===== src/rtl/trig_pkg.sv =====
// Shared trig constants for the CORDIC units: atan table (12 fraction bits),
// 4.8 angle constants, the CORDIC gain correction K^-1 (0.12), and the atan2 FSM states.
package trig_pkg;

   localparam int LUT_FRAC  = 12;
   localparam int LUT_DEPTH = 16;

   // round(atan(2^-i) * 2^12)
   localparam logic [15:0] ATAN_LUT [LUT_DEPTH] = '{
      16'd3217, 16'd1899, 16'd1003, 16'd509, 16'd256, 16'd128, 16'd64, 16'd32,
      16'd16,   16'd8,    16'd4,    16'd2,   16'd1,   16'd0,   16'd0,  16'd0
   };

   localparam logic [11:0] PI      = 12'h324;
   localparam logic [11:0] TWO_PI  = 12'h648;
   localparam logic [11:0] HALF_PI = 12'h192;
   localparam logic [11:0] K_INV   = 12'h9b7;

   typedef enum logic [2:0] {
      ST_IDLE = 3'd0,
      ST_PRE  = 3'd1,
      ST_ITER = 3'd2,
      ST_POST = 3'd3,
      ST_DONE = 3'd4
   } atan_state_e;

endpackage


===== src/rtl/cal_atan2_cordic_vec_stage.sv =====
// One CORDIC vectoring micro-rotation: steers y toward zero and accumulates the
// rotation angle in z. The shift amount selects the iteration.
module cordic_vec_stage #(
   parameter int W  = 16,
   parameter int ZW = 18,
   parameter int SW = 4
) (
   input  logic signed [W-1:0]  x_i,
   input  logic signed [W-1:0]  y_i,
   input  logic signed [ZW-1:0] z_i,
   input  logic        [SW-1:0] shift_i,
   input  logic signed [ZW-1:0] atan_i,
   output logic signed [W-1:0]  x_o,
   output logic signed [W-1:0]  y_o,
   output logic signed [ZW-1:0] z_o
);

   logic signed [W-1:0] x_sh;
   logic signed [W-1:0] y_sh;

   assign x_sh = x_i >>> shift_i;
   assign y_sh = y_i >>> shift_i;

   always_comb begin
      if (y_i[W-1]) begin
         x_o = x_i - y_sh;
         y_o = y_i + x_sh;
         z_o = z_i - atan_i;
      end else begin
         x_o = x_i + y_sh;
         y_o = y_i - x_sh;
         z_o = z_i + atan_i;
      end
   end

endmodule


===== src/rtl/cal_atan2.sv =====
// Iterative CORDIC atan2/magnitude unit, one request in flight, result held until taken.
// Defining CAL_ATAN2_MAG_EN adds the K^-1 scaled magnitude output; otherwise mag is 0.
module cal_atan2
   import trig_pkg::*;
#(
   parameter int WII  = 4,
   parameter int WIF  = 8,
   parameter int WOI  = 2,
   parameter int WOF  = 12,
   parameter int ITER = 12
) (
   input  logic                 Clk,
   input  logic                 Reset_n,
   input  logic                 in_valid,
   output logic                 in_ready,
   input  logic [WOI+WOF-1:0]   x,
   input  logic [WOI+WOF-1:0]   y,
   output logic                 out_valid,
   input  logic                 out_ready,
   output logic [WII+WIF-1:0]   angle,
   output logic [WOI+WOF:0]     mag
);

   // Valid/ready: a transfer happens on a rising edge where valid and ready are
   // both high; the producer holds valid and data stable until that edge.

   localparam int XW = WOI + WOF + 2;
   localparam int AW = WII + WIF;
   localparam int MW = WOI + WOF + 1;
   localparam int ZW = AW + 6;
   localparam int RS = LUT_FRAC - WIF;
   localparam int CW = $clog2(LUT_DEPTH);

   // Angle constants are 4.8, so WIF is expected to stay 8.
   localparam logic signed [ZW-1:0] PI_Z     = ZW'(PI) << RS;
   localparam logic signed [ZW-1:0] TWO_PI_A = ZW'(TWO_PI);
   localparam logic signed [ZW-1:0] RND_Z    = ZW'(1) << (RS - 1);

   atan_state_e          state_q, state_d;
   logic signed [XW-1:0] x_q, x_d, y_q, y_d, x_nxt, y_nxt;
   logic signed [ZW-1:0] z_q, z_d, z_nxt, atan_cur;
   logic [CW-1:0]        cnt_q, cnt_d;
   logic                 fold_q, fold_d, zero_q, zero_d;
   logic [AW-1:0]        angle_q, angle_d, angle_post;
   logic [MW-1:0]        mag_q, mag_d, mag_post;
   logic signed [ZW-1:0] sum_z, rnd_z, ang_w;

   assign atan_cur = ZW'(ATAN_LUT[cnt_q]);

   cordic_vec_stage #(.W(XW), .ZW(ZW), .SW(CW)) u_stage (
      .x_i     (x_q),
      .y_i     (y_q),
      .z_i     (z_q),
      .shift_i (cnt_q),
      .atan_i  (atan_cur),
      .x_o     (x_nxt),
      .y_o     (y_nxt),
      .z_o     (z_nxt)
   );

   // Undo the half-plane fold, round to output precision, wrap into [0, 2pi).
   always_comb begin
      sum_z = fold_q ? (z_q + PI_Z) : z_q;
      rnd_z = (sum_z + RND_Z) >>> RS;
      ang_w = rnd_z[ZW-1] ? (rnd_z + TWO_PI_A) : rnd_z;
      angle_post = (zero_q || (ang_w >= TWO_PI_A)) ? '0 : AW'(ang_w);
   end

`ifdef CAL_ATAN2_MAG_EN
   localparam int PW = XW + 13;
   logic signed [PW-1:0] prod;
   assign prod     = PW'(x_q) * PW'($signed({1'b0, K_INV}));
   assign mag_post = MW'((prod + PW'(2048)) >>> 12);
`else
   assign mag_post = '0;
`endif

   always_comb begin
      state_d = state_q;
      x_d     = x_q;
      y_d     = y_q;
      z_d     = z_q;
      cnt_d   = cnt_q;
      fold_d  = fold_q;
      zero_d  = zero_q;
      angle_d = angle_q;
      mag_d   = mag_q;
      case (state_q)
         ST_IDLE: begin
            if (in_valid) begin
               x_d     = XW'($signed(x));
               y_d     = XW'($signed(y));
               z_d     = '0;
               cnt_d   = '0;
               state_d = ST_PRE;
            end
         end
         ST_PRE: begin
            zero_d = (x_q == '0) && (y_q == '0);
            fold_d = x_q[XW-1];
            if (x_q[XW-1]) begin
               x_d = -x_q;
               y_d = -y_q;
            end
            state_d = ST_ITER;
         end
         ST_ITER: begin
            x_d   = x_nxt;
            y_d   = y_nxt;
            z_d   = z_nxt;
            cnt_d = cnt_q + 1'b1;
            if (cnt_q == CW'(ITER - 1)) state_d = ST_POST;
         end
         ST_POST: begin
            angle_d = angle_post;
            mag_d   = mag_post;
            state_d = ST_DONE;
         end
         ST_DONE: begin
            if (out_ready) state_d = ST_IDLE;
         end
         default: state_d = ST_IDLE;
      endcase
   end

   always_ff @(posedge Clk) begin
      if (!Reset_n) begin
         state_q <= ST_IDLE;
         x_q     <= '0;
         y_q     <= '0;
         z_q     <= '0;
         cnt_q   <= '0;
         fold_q  <= 1'b0;
         zero_q  <= 1'b0;
         angle_q <= '0;
         mag_q   <= '0;
      end else begin
         state_q <= state_d;
         x_q     <= x_d;
         y_q     <= y_d;
         z_q     <= z_d;
         cnt_q   <= cnt_d;
         fold_q  <= fold_d;
         zero_q  <= zero_d;
         angle_q <= angle_d;
         mag_q   <= mag_d;
      end
   end

   assign in_ready  = (state_q == ST_IDLE);
   assign out_valid = (state_q == ST_DONE);
   assign angle     = angle_q;
   assign mag       = mag_q;

endmodule


===== config.mk =====
export PLATFORM = sky130hd
export DESIGN_NAME = cal_atan2
export DESIGN_NICKNAME = d
export VERILOG_FILES = /design/src/rtl/trig_pkg.sv /design/src/rtl/cal_atan2_cordic_vec_stage.sv /design/src/rtl/cal_atan2.sv
export SDC_FILE = /design/constraint.sdc
export NUM_CORES = 1
export LEC_CHECK = 0
export BUFFER_PORTS_ARGS = -buffer_cell sky130_fd_sc_hd__buf_2
export CAP_MARGIN = 15
export CORE_UTILIZATION = 40
export DETAILED_ROUTE_END_ITERATION = 12
export PLACE_DENSITY_LB_ADDON = 0.08
export SYNTH_ARGS = -nofsm -noshare
export SYNTH_HDL_FRONTEND = slang
export SYNTH_SLANG_ARGS = --single-unit
export TNS_END_PERCENT = 10

===== constraint.sdc =====
create_clock -name Clk -period 6 [get_ports Clk]
set_input_delay 0 -clock Clk [delete_from_list [all_inputs] [get_ports Clk]]
set_output_delay 0 -clock Clk [all_outputs]
set_load 0.05 [all_outputs]

==> results_dict.tcl, run 1 <==
set metrics [dict create \
    status "complete, no violations" \
    worstSetupStartpointType "register" \
    max_freq_mhz 194.6 \
    hold_viol 0 \
    worstSetupPathType "register to register" \
    seq_area_frac_synth 0.1544 \
    end_kind "register" \
    clk_latency_ps 360 \
    post_cts_resize_count 0 \
    drc 0 \
    routedWlPerCell_microns 18.22 \
    grt_max_degree 60 \
    dr.pass1.iters 5 \
    synth_top_cell_by_area "dfxtp_1" \
    max-cap-violations 0 \
    setup_viol 0 \
    critPathArrivalTime_ps 5380 \
    p_per_area_nw_per_um2 287.9 \
    grt_pass1_vias 8340 \
    coreArea_sq_um 22570 \
    rows 55 \
    overflow 0 \
    clk_path_buf_depth 2 \
    synth-seq-cells 71 \
    cpLargestDelayFamily "compound AO/OA/AOI/OAI gates" \
    fin_nets 1298 \
    syn_area_sq_um 9205 \
    ioPinCount 61 \
    ys_warn_count 0 \
    place_ws_ps 877.0 \
    dpl.cell_count 1458 \
    hold-path-cell-count 5 \
    r2r_cells 17 \
    switching_share 0.4337 \
    internal_power_mw 1.643 \
    required_ps 6240 \
    syn_inst 1188 \
    comb_power_share 0.546 \
    n_antenna_cell 0 \
    min_path_type "primary input to register" \
    syn_avg_cell_area_sq_um 7.748 \
    maxSlewViolCount 0 \
    worst_slew_pin_slew_ps 840.2 \
    cts_num_sinks 71 \
    r2r_start "cnt_q[0]$_SDFFE_PN0P_" \
    stdcell_count 1491 \
    crit_path_start "cnt_q[0]$_SDFFE_PN0P_" \
    start_util 0.4078 \
    port_buffers 45 \
    synth_edf_count 0 \
    ir_worst_vdd_v 0.0001578 \
    clkTransAtPathRegs_ps 70 \
    cts_made_buffers 9 \
    r2r-end "y_q[15]$_SDFFE_PN0P_" \
    ant_nets 0 \
    die_h_microns 153.7 \
    cp_max_fo 27 \
    synthTopCellsByArea "dfxtp_1 15%, mux4_2 8.6%, ha_1 8.4%, xnor2_1 7.4%, a21oi_1 4.6%" \
    p_sw_mw 1.258 \
    drt_wl_total_microns 27170 \
    timing.final.ws_setup_ps 862.0 \
    clockPowerShare 0.229 \
    drive_gt1_frac 0.1302 \
    critical-path-slowest-cell "dfxtp_2" \
    die-area_sq_um 23620 \
    reg2reg_slack_ps 860 \
    antenna_found_initial 0 \
    area_delta_synth_final_pct 9.487 \
    grt.total_usage 0.2336 \
    dr_total_vias 8811 \
    path_cells "buf_4, mux4_2, mux2i_1, mux2_2, ha_1, mux2_2, ha_1, a21o_1, a211o_1, a2111oi_0, o31ai_1, o21a_1, nand4_1, nand4b_1, xor2_1, a221oi_2, nor2_1" \
    cts_tree "built" \
    tns_ps 0 \
    fin_crit_ps 5138 \
    p_leak_nw 3.839 \
    dp.final_hpwl_microns 19870 \
    slew_headroom 0.4385 \
    vias_per_cell 5.909 \
    cts_setup_buffers 0 \
    synth_flop_cell "dfxtp_1" \
    htree_levels 3 \
    rsz0062_at_grt "no" \
    place.gp.congestion 0.8879 \
    critPathCapture "y_q[15]$_SDFFE_PN0P_" \
    ys_async_sr_fraction 0 \
    grt_pass1_wl_microns 44430 \
    die_w_microns 153.7 \
    skew_ps 12.91 \
    crit_buf_inv 1 \
    drtIter0Drc 530 \
    period_share 0.8563 \
    pwr-share-seq 0.225 \
    cts_root_buffer "clkbuf_16" \
    yosysUniqueCellTypes 84 \
    cp.depth 17 \
    synth_top_area_frac 0.1544 \
    slowest_delay_ps 770 \
]
## power groups by stage
| stage | clock network [mW] | registers (mW) | logic (mW) |
|---|---|---|---|
| detailed placement | 0 | 0.660 | 1.56 |
| floorplan | 0 | 0.562 | 1.34 |
| finish | 0.664 | 0.652 | 1.58 |
| global placement | 0 | 0.663 | 1.57 |
| global route | 0.704 | 0.663 | 1.78 |
| CTS | 0.686 | 0.650 | 1.58 |
## routing by layer
metal  wire length [microns]  part of all wire  up-vias  GRT usage
li1                        -                 -     4375          -
met1                   12050              0.44     4185     0.2952
met4                     496             0.018        0    0.05714
met2                   13530              0.50      225     0.4195
met5                       0                 0        -          0
met3                    1090             0.040       26    0.02818
## Yosys cell counts (6+ instances only)
cell type and instances:
buf_4 17, o21ai_0 78, xnor2_1 78, or3_1 9, nor2b_1 29, inv_1 39
nand2b_1 19, buf_2 8, a22oi_1 18, clkbuf_1 58, mux4_2 35, a31oi_1 19
o22ai_1 8, a21o_1 6, and2_1 19, dfxtp_1 71, nor4_1 7, o31ai_1 9
nor3_1 35, a21boi_0 7, and3_1 11, o21ai_1 13, nor2_1 85, a211oi_1 8
a221oi_1 21, ha_1 62, nand3_1 27, o211ai_1 12, buf_1 8, nand2_1 106
nand3b_1 6, a21oi_1 85, xor2_1 40, o21a_1 18, mux2i_1 12, mux2_2 10
## kinds of logic (layout without fill, tap and decap cells)
logic type | Yosys count | after routing | synth area share
AOI/OAI and AO/OA | 354 | 354 | 0.2545
DFF | 71 | 71 | 0.1544
and+or+nand+nor | 387 | 387 | 0.2104
buffers and inverters | 134 | 138 | 0.06511
adders and majority gates | 65 | 65 | 0.09080
other | 1 | 15 | 0.0004074
muxes | 58 | 58 | 0.1121
xor gates and xnor gates | 118 | 118 | 0.1123
## through the flow
| step | power (mW) | instance area, sq um | hold slack (ps) | util |
|---|---|---|---|---|
| 6_report | 2.901 | 10080 | 28.07 | 0.4465 |
| 5_1_grt | 3.144 | 10080 | 58.87 | 0.4465 |
| 4_1_cts | 2.918 | 10080 | 21.55 | 0.4465 |
| 3_5_place_dp | 2.220 | 9555 | 282.6 | 0.4233 |
| 3_3_place_gp | 2.229 | 9555 | 280.6 | 0.4233 |
| 2_1_floorplan | 1.902 | 9258 | 156.3 | - |
## flip-flops by register name, indices dropped and copies added (netlist names)
name and count:
z_q 18, x_q 16, y_q 16, angle 12, cnt_q 4, state_q 3, fold_q 1, zero_q 1
## tightest hold or removal path: cells and delay by family
family | cells | cell delay [ps]
AND/OR/NAND/NOR | 2 | 140
buffers and inverters | 1 | 80
AO/OA/AOI/OAI | 2 | 140
## layout by cell type (no fill, tap or decap), types with 15 or more instances in the layout
master,Yosys,layout
dlygate4sd3_1,0,17
a221oi_1,21,21
conb_1,1,15
xnor2_1,78,78
nor3_1,35,35
nand2_1,106,106
o21ai_0,78,77
nand2b_1,19,19
and2_1,19,18
dfxtp_1,71,69
nor2_1,85,84
buf_2,8,45
nor2b_1,29,29
a21oi_1,85,85
inv_1,39,39
xor2_1,40,40
a31oi_1,19,19
mux4_2,35,35
ha_1,62,62
buf_4,17,20
nand3_1,27,27
a22oi_1,18,18
o21a_1,18,18
## cell type report
type,count,area [sq um]
clock inverter,7,127.6
sequential,71,1424
timing repair buffer,82,545.5
clock buffer,9,225.2
fill,2365,12490
inverter,40,150.1
tap,285,356.6
multi-input combinational,997,7249
## worst min-delay path by stage
stage	start	to	slack [ps]
floorplan	Reset_n	state_q[1]$_SDFFE_PN0P_	160
global placement	x[3]	x_q[3]$_SDFFE_PN0P_	280
detailed placement	x[3]	x_q[3]$_SDFFE_PN0P_	280
CTS	x[0]	x_q[0]$_SDFFE_PN0P_	20
global route	x[0]	x_q[0]$_SDFFE_PN0P_	60
finish	x[0]	x_q[0]$_SDFFE_PN0P_	30
## repair_timing
action,4_1_cts,5_1_grt
endpoints found under the setup margin,0,0
hold buffers,17,0
endpoints found under the hold margin,17,0
Note: power is estimated with default switching activity, not from simulation.
==> inputs of run 2 (changes only) <==
- HOLD_SLACK_MARGIN: unset -> 0.1
==> results_dict.tcl, run 2 (same netlist as run 1, synthesis figures left out) <==
set metrics [dict create \
    period_share 0.8572 \
    pwr-share-seq 0.224 \
    htree_levels 3 \
    fin_crit_ps 5143 \
    hp-start "in_valid" \
    p_sw_mw 1.259 \
    fin_nets 1308 \
    critical-path-slowest-cell "dfxtp_2" \
    timing.hold.ws_ps 118.3 \
    end_kind "register" \
    rsz0062_at_grt "no" \
    post_cts_resize_count 0 \
    place.gp.congestion 0.8879 \
    ioPinCount 61 \
    reg2reg_slack_ps 860 \
    hold_viol 0 \
    critPathArrivalTime_ps 5390 \
    clk_path_buf_depth 2 \
    area_delta_synth_final_pct 10.57 \
    switching_share 0.4332 \
    grt_max_degree 60 \
    vias_per_cell 5.876 \
    cts_num_sinks 71 \
    place_ws_ps 877.0 \
    max_freq_mhz 194.4 \
    status "complete, no violations" \
    clockPowerShare 0.228 \
    largest_reg_flops 18 \
    layout_common_cells "106 x nand2_1, 85 x a21oi_1, 84 x nor2_1" \
    cts_made_buffers 9 \
    r2r-end "y_q[15]$_SDFFE_PN0P_" \
    die_w_microns 153.7 \
    overflow 0 \
    dr.pass1.iters 5 \
    hold_end "state_q[0]$_SDFFE_PN0P_" \
    cts_tree "built" \
    antenna_found_initial 0 \
    slew_headroom 0.4410 \
    slowest_delay_ps 770 \
    die-area_sq_um 23620 \
    hold-path-cell-count 4 \
    worst_slew_pin_slew_ps 836.5 \
    routedWlPerCell_microns 18.06 \
    drc 0 \
    maxSlewViolCount 0 \
    coreArea_sq_um 22570 \
    drt_wl_total_microns 27110 \
    p_leak_nw 3.881 \
    grt_pass1_wl_microns 44400 \
    clk_latency_ps 360 \
    tns_ps 0 \
    grt.total_usage 0.2335 \
    rows 55 \
    dp.final_hpwl_microns 19870 \
    drtIter0Drc 538 \
    ir_worst_vdd_v 0.0001587 \
    cts_root_buffer "clkbuf_16" \
    crit_path_start "cnt_q[0]$_SDFFE_PN0P_" \
    r2r_cells 16 \
    skew_ps 13.51 \
    path_cells "mux4_2, mux4_2, inv_1, ha_1, mux2_2, ha_1, a21o_1, a211o_1, a2111oi_0, o31ai_1, o21a_1, nand4_1, nand4b_1, xor2_1, a221oi_2, nor2_1" \
    setup_viol 0 \
    dr_total_vias 8820 \
    required_ps 6240 \
    port_buffers 45 \
    fill_cells 2356 \
    cp_max_fo 27 \
    start_util 0.4078 \
    max-cap-violations 0 \
    p_per_area_nw_per_um2 285.5 \
    largest_registers "z_q x18, x_q x16, y_q x16" \
    comb_power_share 0.547 \
    clkTransAtPathRegs_ps 60 \
    final_common_cell "nand2_1" \
    drive_gt1_frac 0.1291 \
    top_register "z_q" \
    r2r_start "cnt_q[0]$_SDFFE_PN0P_" \
    grt_pass1_vias 8351 \
    worstSetupPathType "register to register" \
    ant_nets 0 \
    internal_power_mw 1.647 \
    n_antenna_cell 0 \
    min_path_type "primary input to register" \
    die_h_microns 153.7 \
    timing.final.ws_setup_ps 857.1 \
    worstSetupStartpointType "register" \
]
==> run 2: cell types whose count changed in the layout (fill, tap and decap cells not counted), sizes merged <==
cell	change
dlygate4sd3	+10
==> run 2: layout make-up <==
class	count	area, sq um	area share
multi-input combinational	997	7249	0.7122
tap	285	356.6	0.03503
clock buffer	9	225.2	0.02213
clock inverter	7	127.6	0.01254
sequential	71	1424	0.1399
timing repair buffer	92	645.6	0.06343
inverter	40	150.1	0.01475
==> run 2: worst max path at each step <==
stage                                end  depth (start not counted)
floorplan           x_q[15]$_SDFFE_PN0P_                         21
global placement    y_q[15]$_SDFFE_PN0P_                         16
detailed placement  y_q[15]$_SDFFE_PN0P_                         16
CTS                 x_q[15]$_SDFFE_PN0P_                         19
global route        x_q[15]$_SDFFE_PN0P_                         19
finish              y_q[15]$_SDFFE_PN0P_                         16
==> run 2: power by group through the flow <==
stage	Combinational, mW	Clock (mW)	Sequential [mW]
5_1_grt	1.78	0.704	0.663
2_1_floorplan	1.34	0	0.562
3_5_place_dp	1.56	0	0.660
3_3_place_gp	1.57	0	0.663
4_1_cts	1.59	0.686	0.650
6_report	1.59	0.664	0.652
==> run 2: worst max-delay path, delay by kind of cell, from the launching register on <==
family	cells	cell delay [ps]
fa+ha+maj	2	510
simple gates	3	250
xor+xnor	1	160
flops	1	770
mux	3	1410
compound gates	6	1830
buf+inv	1	110
==> run 2: layer usage <==
layer  share of wire  up-vias  GRT usage
li1                -     4397          -
met1            0.45     4184     0.2949
met4           0.019        0    0.06048
met3           0.035       30    0.02790
met5               0        -          0
met2            0.50      209     0.4182
==> run 2: metrics by stage <==
| stage | total power [mW] | utilization | cells | area (sq um) |
|---|---|---|---|---|
| 6_report | 2.906 | 0.4509 | 1501 | 10180 |
| 5_1_grt | 3.149 | 0.4509 | 1501 | 10180 |
| 4_1_cts | 2.923 | 0.4509 | 1501 | 10180 |
| 3_5_place_dp | 2.220 | 0.4233 | 1458 | 9555 |
| 3_3_place_gp | 2.229 | 0.4233 | 1458 | 9555 |
| 2_1_floorplan | 1.902 | - | 1202 | 9258 |
==> run 2: repair_timing <==
item	CTS	global route
setup buffers	0	0
endpoints found under the setup margin	0	0
endpoints found under the hold margin	27	0
hold buffers	27	0
